## src/rtl/univ_ff_pkg.sv

```systemverilog
// univ_ff_pkg: shared mode encoding and next-state rules
// for the universal flip-flop bank.
package univ_ff_pkg;

  typedef enum logic [1:0] {
    MODE_JK = 2'b00,
    MODE_SR = 2'b01,
    MODE_D  = 2'b10,
    MODE_T  = 2'b11
  } mode_t;

  function automatic logic next_q(
    input mode_t m,
    input logic  a,
    input logic  b,
    input logic  q
  );
    logic n;
    n = q;
    unique case (m)
      MODE_JK: begin
        case ({a, b})
          2'b01:   n = 1'b0;
          2'b10:   n = 1'b1;
          2'b11:   n = ~q;
          default: n = q;
        endcase
      end
      MODE_SR: begin
        case ({a, b})
          2'b01:   n = 1'b0;
          2'b10:   n = 1'b1;
          default: n = q;
        endcase
      end
      MODE_D:  n = a;
      MODE_T:  n = a ? ~q : q;
    endcase
    return n;
  endfunction

  function automatic logic sr_conflict(
    input mode_t m,
    input logic  a,
    input logic  b
  );
    return (m == MODE_SR) && a && b;
  endfunction

endpackage

```

## src/rtl/univ_ff_cell.sv

```systemverilog
// univ_ff_cell: one runtime-configurable JK/SR/D/T channel
// with complementary output, change strobe and sticky error.
module univ_ff_cell
  import univ_ff_pkg::*;
#(
  parameter logic  RST_Q    = 1'b0,
  parameter mode_t MODE_RST = MODE_JK
) (
  input  logic       clk,
  input  logic       rst,
  input  logic       en,
  input  logic       a,
  input  logic       b,
  input  logic       cfg_we,
  input  logic [1:0] cfg_mode,
  input  logic       err_clr,
  output logic       q,
  output logic       q_bar,
  output logic       chg,
  output logic       err,
  output logic [1:0] mode
);

  mode_t mode_q;
  logic  q_nxt;
  logic  conflict;

  always_comb begin
    q_nxt    = next_q(mode_q, a, b, q);
    conflict = en && sr_conflict(mode_q, a, b);
  end

  // q_bar is its own flop fed from the same next state,
  // so it never trails q by a cycle.
  always_ff @(posedge clk) begin
    if (rst) begin
      q      <= RST_Q;
      q_bar  <= ~RST_Q;
      chg    <= 1'b0;
      err    <= 1'b0;
      mode_q <= MODE_RST;
    end else begin
      if (cfg_we) begin
        mode_q <= mode_t'(cfg_mode);
      end
      if (en) begin
        q     <= q_nxt;
        q_bar <= ~q_nxt;
        chg   <= q_nxt ^ q;
      end else begin
        chg   <= 1'b0;
      end
      if (conflict) begin
        err <= 1'b1;
      end else if (err_clr) begin
        err <= 1'b0;
      end
    end
  end

  assign mode = mode_q;

endmodule

```

## src/rtl/univ_ff_bank.sv

```systemverilog
// univ_ff_bank: N independent configurable flip-flop
// channels behind one mode-configuration port.
module univ_ff_bank
  import univ_ff_pkg::*;
#(
  parameter int          N        = 8,
  parameter logic [N-1:0] RST_VAL = {N{1'b0}},
  parameter mode_t       MODE_RST = MODE_JK,
  parameter int          IDX_W    = (N > 1) ? $clog2(N) : 1
) (
  input  logic             clk,
  input  logic             rst,
  input  logic             en,
  input  logic [N-1:0]     a,
  input  logic [N-1:0]     b,
  input  logic             cfg_we,
  input  logic [IDX_W-1:0] cfg_idx,
  input  logic [1:0]       cfg_mode,
  input  logic             err_clr,
  output logic [N-1:0]     q,
  output logic [N-1:0]     q_bar,
  output logic [N-1:0]     chg,
  output logic [N-1:0]     err,
  output logic [2*N-1:0]   mode
);

  logic [N-1:0] we;

  for (genvar i = 0; i < N; i++) begin : g_ch
    // Indices outside 0..N-1 match no channel and are dropped.
    assign we[i] = cfg_we && (32'(cfg_idx) == i);

    univ_ff_cell #(
      .RST_Q   (RST_VAL[i]),
      .MODE_RST(MODE_RST)
    ) u_cell (
      .clk     (clk),
      .rst     (rst),
      .en      (en),
      .a       (a[i]),
      .b       (b[i]),
      .cfg_we  (we[i]),
      .cfg_mode(cfg_mode),
      .err_clr (err_clr),
      .q       (q[i]),
      .q_bar   (q_bar[i]),
      .chg     (chg[i]),
      .err     (err[i]),
      .mode    (mode[2*i +: 2])
    );
  end

endmodule

```

## config.mk

```make
export PLATFORM = sky130hd
export DESIGN_NAME = univ_ff_bank
export DESIGN_NICKNAME = d
export VERILOG_FILES = /design/src/rtl/univ_ff_pkg.sv /design/src/rtl/univ_ff_cell.sv /design/src/rtl/univ_ff_bank.sv
export SDC_FILE = /design/constraint.sdc
export NUM_CORES = 1
export LEC_CHECK = 0
export CAP_MARGIN = 20
export CORE_MARGIN = 3
export CORE_UTILIZATION = 38
export DETAILED_ROUTE_END_ITERATION = 16
export PLACE_DENSITY = 0.65
export SLEW_MARGIN = 25
export SYNTH_ARGS = -nofsm -noshare
export SYNTH_HDL_FRONTEND = slang
export SYNTH_SLANG_ARGS = --single-unit
export TNS_END_PERCENT = 100
```

## constraint.sdc

```tcl
create_clock -name clk -period 3 [get_ports clk]
set_clock_uncertainty 0.2 [all_clocks]
set_input_delay 0.6 -clock clk [delete_from_list [all_inputs] [get_ports clk]]
set_output_delay 0.6 -clock clk [all_outputs]
set_load 0.03 [all_outputs]
```

After elaboration in Yosys (flattened, before gate mapping)
Cells that the tools add are included.
{ "op_classes": {"n_eq_ne": 55, "mux": 41, "bitwise": 25, "n_reduce_logical": 50} }
{ "ops": {"columns": ["cell", "n"], "rows": [
  ["$eq A2 B2 Y1 const B", 32],
  ["$eq A2 B1 Y1 const B", 16],
  ["$logic_and A1 B1 Y1", 32],
  ["$pmux W1 S4", 8],
  ["$pmux W1 S3", 8],
  ["$mux W1", 17],
  ["$not A1 Y1", 17],
  ["$logic_not A2 Y1", 8],
  ["$pmux W1 S2", 8],
  ["$reduce_bool A2 Y1", 8],
  ["$eq A3 B3 Y1 const B", 4],
  ["$xor A1 B1 Y1", 8],
  ["$eq A3 B2 Y1 const B", 2],
  ["$eq A3 B1 Y1 const B", 1],
  ["$logic_not A3 Y1", 1],
  ["$reduce_or A2 Y1", 1]
]} }
{ "word_totals": {"regBits": 48, "inputBits": 26, "out_inout_bits": 48, "wordCells": 211} }

Depth between registers and ports, before layout
Gate-level depths: netlist of the first run.
{ "depth": {"word_depth": 5, "depth_mapped": 6, "mapped_depth_nobuf": 6} }

Hierarchy
A second synthesis of the first run with hierarchy kept.
{ "unflattened": {"hier_cells": 272, "hier_area_um2": 2598.7} }
{ "modules_own_cells": {"columns": ["mod", "n_inst", "cells_each", "area_per_inst_um2", "seq_area_each_um2"], "rows": [
  ["univ_ff_cell", 8, 33, 312.8, 120.1],
  ["univ_ff_bank", 1, 8, 96.3, 0.0]
]} }

Worst setup path before layout of the first run
Ideal clock, no wire load.
{ "synth_timing": {"path_type": "input -> register", "start": "in b[7]", "end": "reg g_ch[7].u_cell.chg", "setup_ns": 0.116, "t_arrival_ns": 1.741, "t_required_ns": 2.684, "setup_slack_ns": 0.943, "cell_stages": 6, "n_path_buf": 0, "cell_sequence": "inv_1 -> ha_1 -> mux2_4 -> a221oi_4 -> nand3_1 -> and3b_1"} }
{ "synth_via": {"elab_chain_cells": 4, "word_cells_on_any_way": 7, "cone_classes": "3 x eq/ne; 3 x mux; 1 x bitwise"} }
{ "synth_rtl": {"columns": ["element", "line", "text"], "rows": [
  ["start: declaration", "univ_ff_bank.sv:15", "input logic [N-1:0] b,"],
  ["$eq A2 B2 Y1, or another cell as far along", "univ_ff_pkg.sv:22", "case ({a, b})"],
  ["$pmux W1 S3 or $pmux W1 S2 (tied branches)", "univ_ff_pkg.sv:22, univ_ff_pkg.sv:30", null],
  ["$pmux W1 S4 *", "univ_ff_pkg.sv:20", "unique case (m)"],
  ["$xor A1 B1 Y1 *", "univ_ff_cell.sv:49", "chg <= q_nxt ^ q;"],
  ["end signal: assignment", "univ_ff_cell.sv:49", null],
  ["end: declaration", "univ_ff_cell.sv:19", "output logic chg,"]
]} }
Mark *: on every way between the ends. The rest lies on a longest branch, timed or not.
A chain may end at the register's enable or synchronous reset.

Final worst setup path of the first run
Same ends and word-level chain as after synthesis.

==> results.toml, run 1 <==
[worst_hold_path]
holdCritPathClass = "reg -> reg"

[worst_setup_path]
crit_cells = 7
r2r-start = "g_ch[6].u_cell.mode[0]$_SDFFE_PP0P_"
critPathBufInv = 2
slowest_delay_ps = 520
crit_family = "buffers and inverters"
slowest_stage = "clkdlybuf4s50_1"
crit_required_ps = 2990
start_kind = "primary input"
ff2ff_setup_slack_ps = 1380
critPathCaptureType = "flip-flop"
r2r-end = "g_ch[6].u_cell.chg$_SDFF_PP0_"
endpoint = "g_ch[7].u_cell.chg$_SDFF_PP0_"
reg2regPathDepth = 4
cp.arrival_ps = 2340
crit_path_max_fanout = 3
path_class = "in -> reg"
cp-startpoint = "b[7]"
worstPathCellList = "clkdlybuf4s50_1 -> inv_1 -> ha_1 -> mux2_4 -> a221oi_4 -> nand3_1 -> and3b_1"

[timing]
fmax_mhz = 425
hold_viol_final = 0
worst_pin_slew_ps = 421
finalCritPeriodShare = 0.784
setup_viol = 0
final.min_clock_period_ps = 2350
tns_ps = 0
slew_viol_final = 0
maxSlewHeadroom = 0.720
rsz0062_at_grt = "false"

[logic_synthesis]
syn_inst = 308
yosys.area.top_type = "dfxtp_1"
ys_ff_latch = 48
yosysTopAreaCellShare = 0.347
synth_area_um2 = 2770
yosys_warnings = 0
syn-num-nets = 342
seq_area_frac_synth = 0.347
avgSynthCellArea_um2 = 8.99
ys.flop_type = "dfxtp_1"
synth-async-reset-ratio = 0
synth_edf_count = 0
yosys-top-cells-area = "dfxtp_1, buf_4, mux2i_1"
ys_types = 53

[pwr]
ir_worst_vdd_v = 0.000188
p_leak_nw = 1.32
power_density_nw_per_um2 = 403

[routing]
drc = 0
wire_per_inst_um = 13.4
num_vias = 2246
drtAntennaViolNets = 0
first_pass_iters = 6
viasPerCell = 5.05
drt_iter0_drc = 60
drt-total-wl_um = 5960

[run]
maxCapViolations = 0

[global_route]
grt.overflow.total = 0
antenna_found_initial = 0
grt_start_max_net_pins = 40
grt_pass1_vias = 2066
grt_pass1_wl_um = 9890
grt_use_total = 0.144

[clock_tree]
cts_tree = "built"
clock_path_buffers = 2
cts_hold_buf = 0
cts_setup_buffers = 0
cts_sinks = 48
htree_levels = 2
cts_buffers = 5
cts_resized = 0
root_buffer = "clkbuf_8"
path_clk_slew_ps = 80
worstSkewPairLatency_ps = 290

[finish]
area_delta_synth_final_pct = 24.5
fin_util = 0.497
drive_gt1_frac = 0.0860
antenna_cells = 0
nets = 382

[placed_design]
dp_hpwl_um = 4310
numPortBuffers = 73
routabilityCongestion = 0.802

[die]
fp.dieH_um = 91.4
ios = 74
die-area_um2 = 8350
start_util = 0.399
die_width_um = 91.4
rows = 30
core_area_um2 = 6940

[status]
outcome = "finished clean"
[flip-flops by register name, indices dropped and copies added, names as in the netlist]
register	flops
g_ch.u_cell.mode	16
g_ch.u_cell.err	8
g_ch.u_cell.chg	8
g_ch.u_cell.q	8
g_ch.u_cell.q_bar	8
[how the worst min path moves through the flow]
stage                     slack [ps]  cells past startpoint                           endpoint                         startpoint
after floorplan                  220                      2  g_ch[7].u_cell.q_bar$_SDFFE_PP1P_  g_ch[7].u_cell.q_bar$_SDFFE_PP1P_
after global placement           240                      2  g_ch[7].u_cell.q_bar$_SDFFE_PP1P_  g_ch[7].u_cell.q_bar$_SDFFE_PP1P_
after detailed placement         240                      2  g_ch[7].u_cell.q_bar$_SDFFE_PP1P_  g_ch[7].u_cell.q_bar$_SDFFE_PP1P_
after CTS                        260                      2  g_ch[7].u_cell.q_bar$_SDFFE_PP1P_  g_ch[7].u_cell.q_bar$_SDFFE_PP1P_
after global routing             270                      2  g_ch[7].u_cell.q_bar$_SDFFE_PP1P_  g_ch[7].u_cell.q_bar$_SDFFE_PP1P_
final                            250                      2  g_ch[7].u_cell.q_bar$_SDFFE_PP1P_  g_ch[7].u_cell.q_bar$_SDFFE_PP1P_
[tightest hold or removal path, stage by stage, from the launching register on]
cell	delay (ps)
dfxtp_1	320
inv_1	50
o21ai_1	50
[synthesized netlist by cell type, drive strengths merged (2+ instances only)]
cell     n
clkbuf   6
nor3b    5
dfxtp   48
a211oi   2
a31oi    3
inv     22
o32a     5
and2b    3
o32ai    5
nand3    5
mux2     8
and3     2
a21oi   16
nor3     4
nor2b    8
nand2   14
o31ai    5
buf     37
ha       8
nand4    9
nand2b  11
o31a     5
nand4b   3
a311oi   4
o21ai    3
nor2    26
a22oi    5
mux2i   22
[cells in the final DEF, fill, tap and decap left out, types with 8 or more instances in the layout]
master,Yosys,layout
clkdlybuf4s50_1,0,73
dfxtp_1,48,48
nor2_1,26,26
mux2i_1,22,22
inv_1,21,21
a21oi_1,16,16
nand2_1,14,14
nand2b_1,11,11
nand4_1,9,9
nor2b_1,8,8
ha_1,8,8
[metal layers]
metal / routed length, µm / up-vias / global-route usage
li1: - / 1152 / -
met1: 2780 / 1033 / 0.187
met2: 2820 / 54 / 0.236
met3: 271 / 7 / 0.0282
met4: 91 / 0 / 0.0565
met5: 0 / - / 0
[per-stage QoR]
| stage | hold slack [ps] | area [µm²] | setup slack [ps] | total power [mW] | instances |
|---|---|---|---|---|---|
| 6_report | 254 | 3450 | 648 | 1.39 | 445 |
| 3_5_place_dp | 244 | 3360 | 344 | 1.02 | 437 |
| 3_3_place_gp | 239 | 3360 | 365 | 1.01 | 437 |
| 4_1_cts | 256 | 3450 | 652 | 1.41 | 445 |
| 2_1_floorplan | 222 | 2770 | 943 | 0.917 | 308 |
| 5_1_grt | 271 | 3450 | 593 | 1.46 | 445 |
[cell type report]
type	count	area (µm²)
Tap cell	96	120
Clock buffer	8	90.1
Fill cell	675	3490
Sequential cell	48	961
Multi-Input combinational cell	195	1440
Inverter	22	82.6
Timing Repair Buffer	76	753
[cells by family after synthesis]
| family | after synthesis | synth area share |
|---|---|---|
| xor gates and xnor gates | 1 | 0.00316 |
| buffers and inverters | 65 | 0.132 |
| AOI/OAI and AO/OA | 62 | 0.178 |
| muxes | 30 | 0.113 |
| DFF | 48 | 0.347 |
| and+or+nand+nor | 94 | 0.190 |
| adders and majority gates | 8 | 0.0361 |
[power breakdown]
group / total (mW) / leakage, nW / switching (mW) / internal [mW]
Sequential: 0.690 / 0.391 / 0.0265 / 0.664
Combinational: 0.309 / 0.881 / 0.162 / 0.147
Clock: 0.390 / 0.0455 / 0.202 / 0.188
(Power assumes the default switching activity.)
==> inputs of run 2 (changes only) <==
==> constraint.sdc (replaced) <==
create_clock -name clk -period 2.5 [get_ports clk]
set_clock_uncertainty 0.2 [all_clocks]
set_input_delay 0.5 -clock clk [delete_from_list [all_inputs] [get_ports clk]]
set_output_delay 0.5 -clock clk [all_outputs]
set_load 0.03 [all_outputs]
==> results.toml, run 2 (synthesis gave the netlist of run 1 again) <==
[finish]
layoutNonFillerInstCount = 452
antenna_cells = 0
nets = 389
mostFrequentLayoutCell = "clkdlybuf4s50_1"
layout_common_cells = "clkdlybuf4s50_1, dfxtp_1, nor2_1, mux2i_1, inv_1"
largest_reg_flops = 16
final_area_um2 = 3500
fin_util = 0.504
area_delta_synth_final_pct = 26.4
drive_gt1_frac = 0.104

[die]
core_area_um2 = 6940
ios = 74
start_util = 0.399
fp.dieH_um = 91.4
die-area_um2 = 8350
rows = 30
die_width_um = 91.4

[routing]
wire_per_inst_um = 13.3
drt-total-wl_um = 6030
top_layer = "met4"
viasPerCell = 5.05
drt_iter0_drc = 66
first_pass_iters = 4
dr_wl_met2_um = 2780
drtAntennaViolNets = 0
drt-met1-wl_um = 2930
drc = 0
num_vias = 2283
met3_length_um = 235

[timing]
maxSlewHeadroom = 0.720
hold_viol_final = 0
finalCritPeriodShare = 0.880
rsz0062_at_grt = "false"
worst_pin_slew_ps = 419
final.min_clock_period_ps = 2200
slew_viol_final = 0
whs_ps = 248
setup_viol = 0
fmax_mhz = 454

[worst_setup_path]
critPathBufInv = 1
worstPathCellList = "clkdlybuf4s50_1"
cp.arrival_ps = 1500
critPathCaptureType = "primary output"
path_class = "reg -> out"
crit_family = "buffers and inverters"
crit_path_max_fanout = 7
slowest_delay_ps = 730
slowest_stage = "clkdlybuf4s50_1"
crit_required_ps = 1800
start_kind = "flip-flop"

[global_route]
grt_use_total = 0.145
grt.overflow.total = 0
antenna_found_initial = 0
grt_pass1_wl_um = 10000
grt_pass1_vias = 2116
grt_start_max_net_pins = 31

[clock_tree]
cts_hold_buf = 0
cts_resized = 0
root_buffer = "clkbuf_8"
cts_tree = "built"
worstSkewPairLatency_ps = 300
clock_path_buffers = 2
path_clk_slew_ps = 80
cts_setup_buffers = 0
htree_levels = 2
cts_buffers = 5
cts_sinks = 48

[pwr]
p_clk_frac = 0.280
pwr-share-seq = 0.493
power_density_nw_per_um2 = 479
p_comb_frac = 0.226
ir_worst_vdd_v = 0.000235
p_total_mw = 1.68
switchingPower_mw = 0.473
p_int_mw = 1.21
p_leak_nw = 1.35
sw_frac_of_total = 0.282

[placed_design]
routabilityCongestion = 0.822
dp_hpwl_um = 4370
numPortBuffers = 73
dpl.cell_count = 444
place_area_um2 = 3410

[worst_hold_path]
holdCritPathClass = "reg -> reg"

[status]
outcome = "finished clean"

[run]
maxCapViolations = 0
run 2: cell types whose count changed in the layout (fill, tap and decap cells not counted), sizes merged:
cell,previous run,this run
buf,3,10
run 2: metrics by stage:
stage          setup TNS, ps  setup slack (ps)
6_report                   0               299
3_5_place_dp           -21.3             -21.3
5_1_grt                    0               218
2_1_floorplan              0               543
4_1_cts                    0               281
3_3_place_gp               0              15.8
run 2: cell type report:
type	instances	area, µm²
inverters	22	82.6
flip-flops and latches	48	961
fillers	650	3440
clock buffers	8	90.1
well taps	96	120
multi-input cells	195	1440
repair buffers	83	806
run 2: final timing paths:
check	start	to	slack, ps	cells after the start
setup / recovery	g_ch[6].u_cell.mode[0]$_SDFFE_PP0P_	mode[12]	300	1
hold / removal	g_ch[7].u_cell.q_bar$_SDFFE_PP1P_	g_ch[7].u_cell.q_bar$_SDFFE_PP1P_	250	2
setup reg to reg	g_ch[6].u_cell.mode[0]$_SDFFE_PP0P_	g_ch[6].u_cell.chg$_SDFF_PP0_	870	4
hold reg to reg	g_ch[7].u_cell.q_bar$_SDFFE_PP1P_	g_ch[7].u_cell.q_bar$_SDFFE_PP1P_	250	2
run 2: metal layers:
layer	vias to the layer above	global-route usage
met5	-	0
met4	0	0.0503
li1	1171	-
met3	8	0.0323
met2	55	0.232
met1	1049	0.191
run 2: power groups by stage:
| stage | clock network, mW | logic (mW) | registers (mW) |
|---|---|---|---|
| 2_1_floorplan | 0 | 0.251 | 0.849 |
| 3_3_place_gp | 0 | 0.377 | 0.846 |
| 3_5_place_dp | 0 | 0.382 | 0.846 |
| 4_1_cts | 0.494 | 0.383 | 0.829 |
| 5_1_grt | 0.526 | 0.411 | 0.836 |
| 6_report | 0.470 | 0.380 | 0.828 |
==> inputs of run 3 (changes only) <==
--- a/config.mk
+++ b/config.mk
@@ -8,8 +8,10 @@
 export CAP_MARGIN = 20
 export CORE_MARGIN = 3
 export CORE_UTILIZATION = 38
+export CTS_CLUSTER_SIZE = 40
 export DETAILED_ROUTE_END_ITERATION = 16
 export PLACE_DENSITY = 0.65
+export SETUP_SLACK_MARGIN = 0.05
 export SLEW_MARGIN = 25
 export SYNTH_ARGS = -nofsm -noshare
 export SYNTH_HDL_FRONTEND = slang
==> results of run 3 <==
Same layout as run 2: the final DEF is identical, and so are final timing and power.
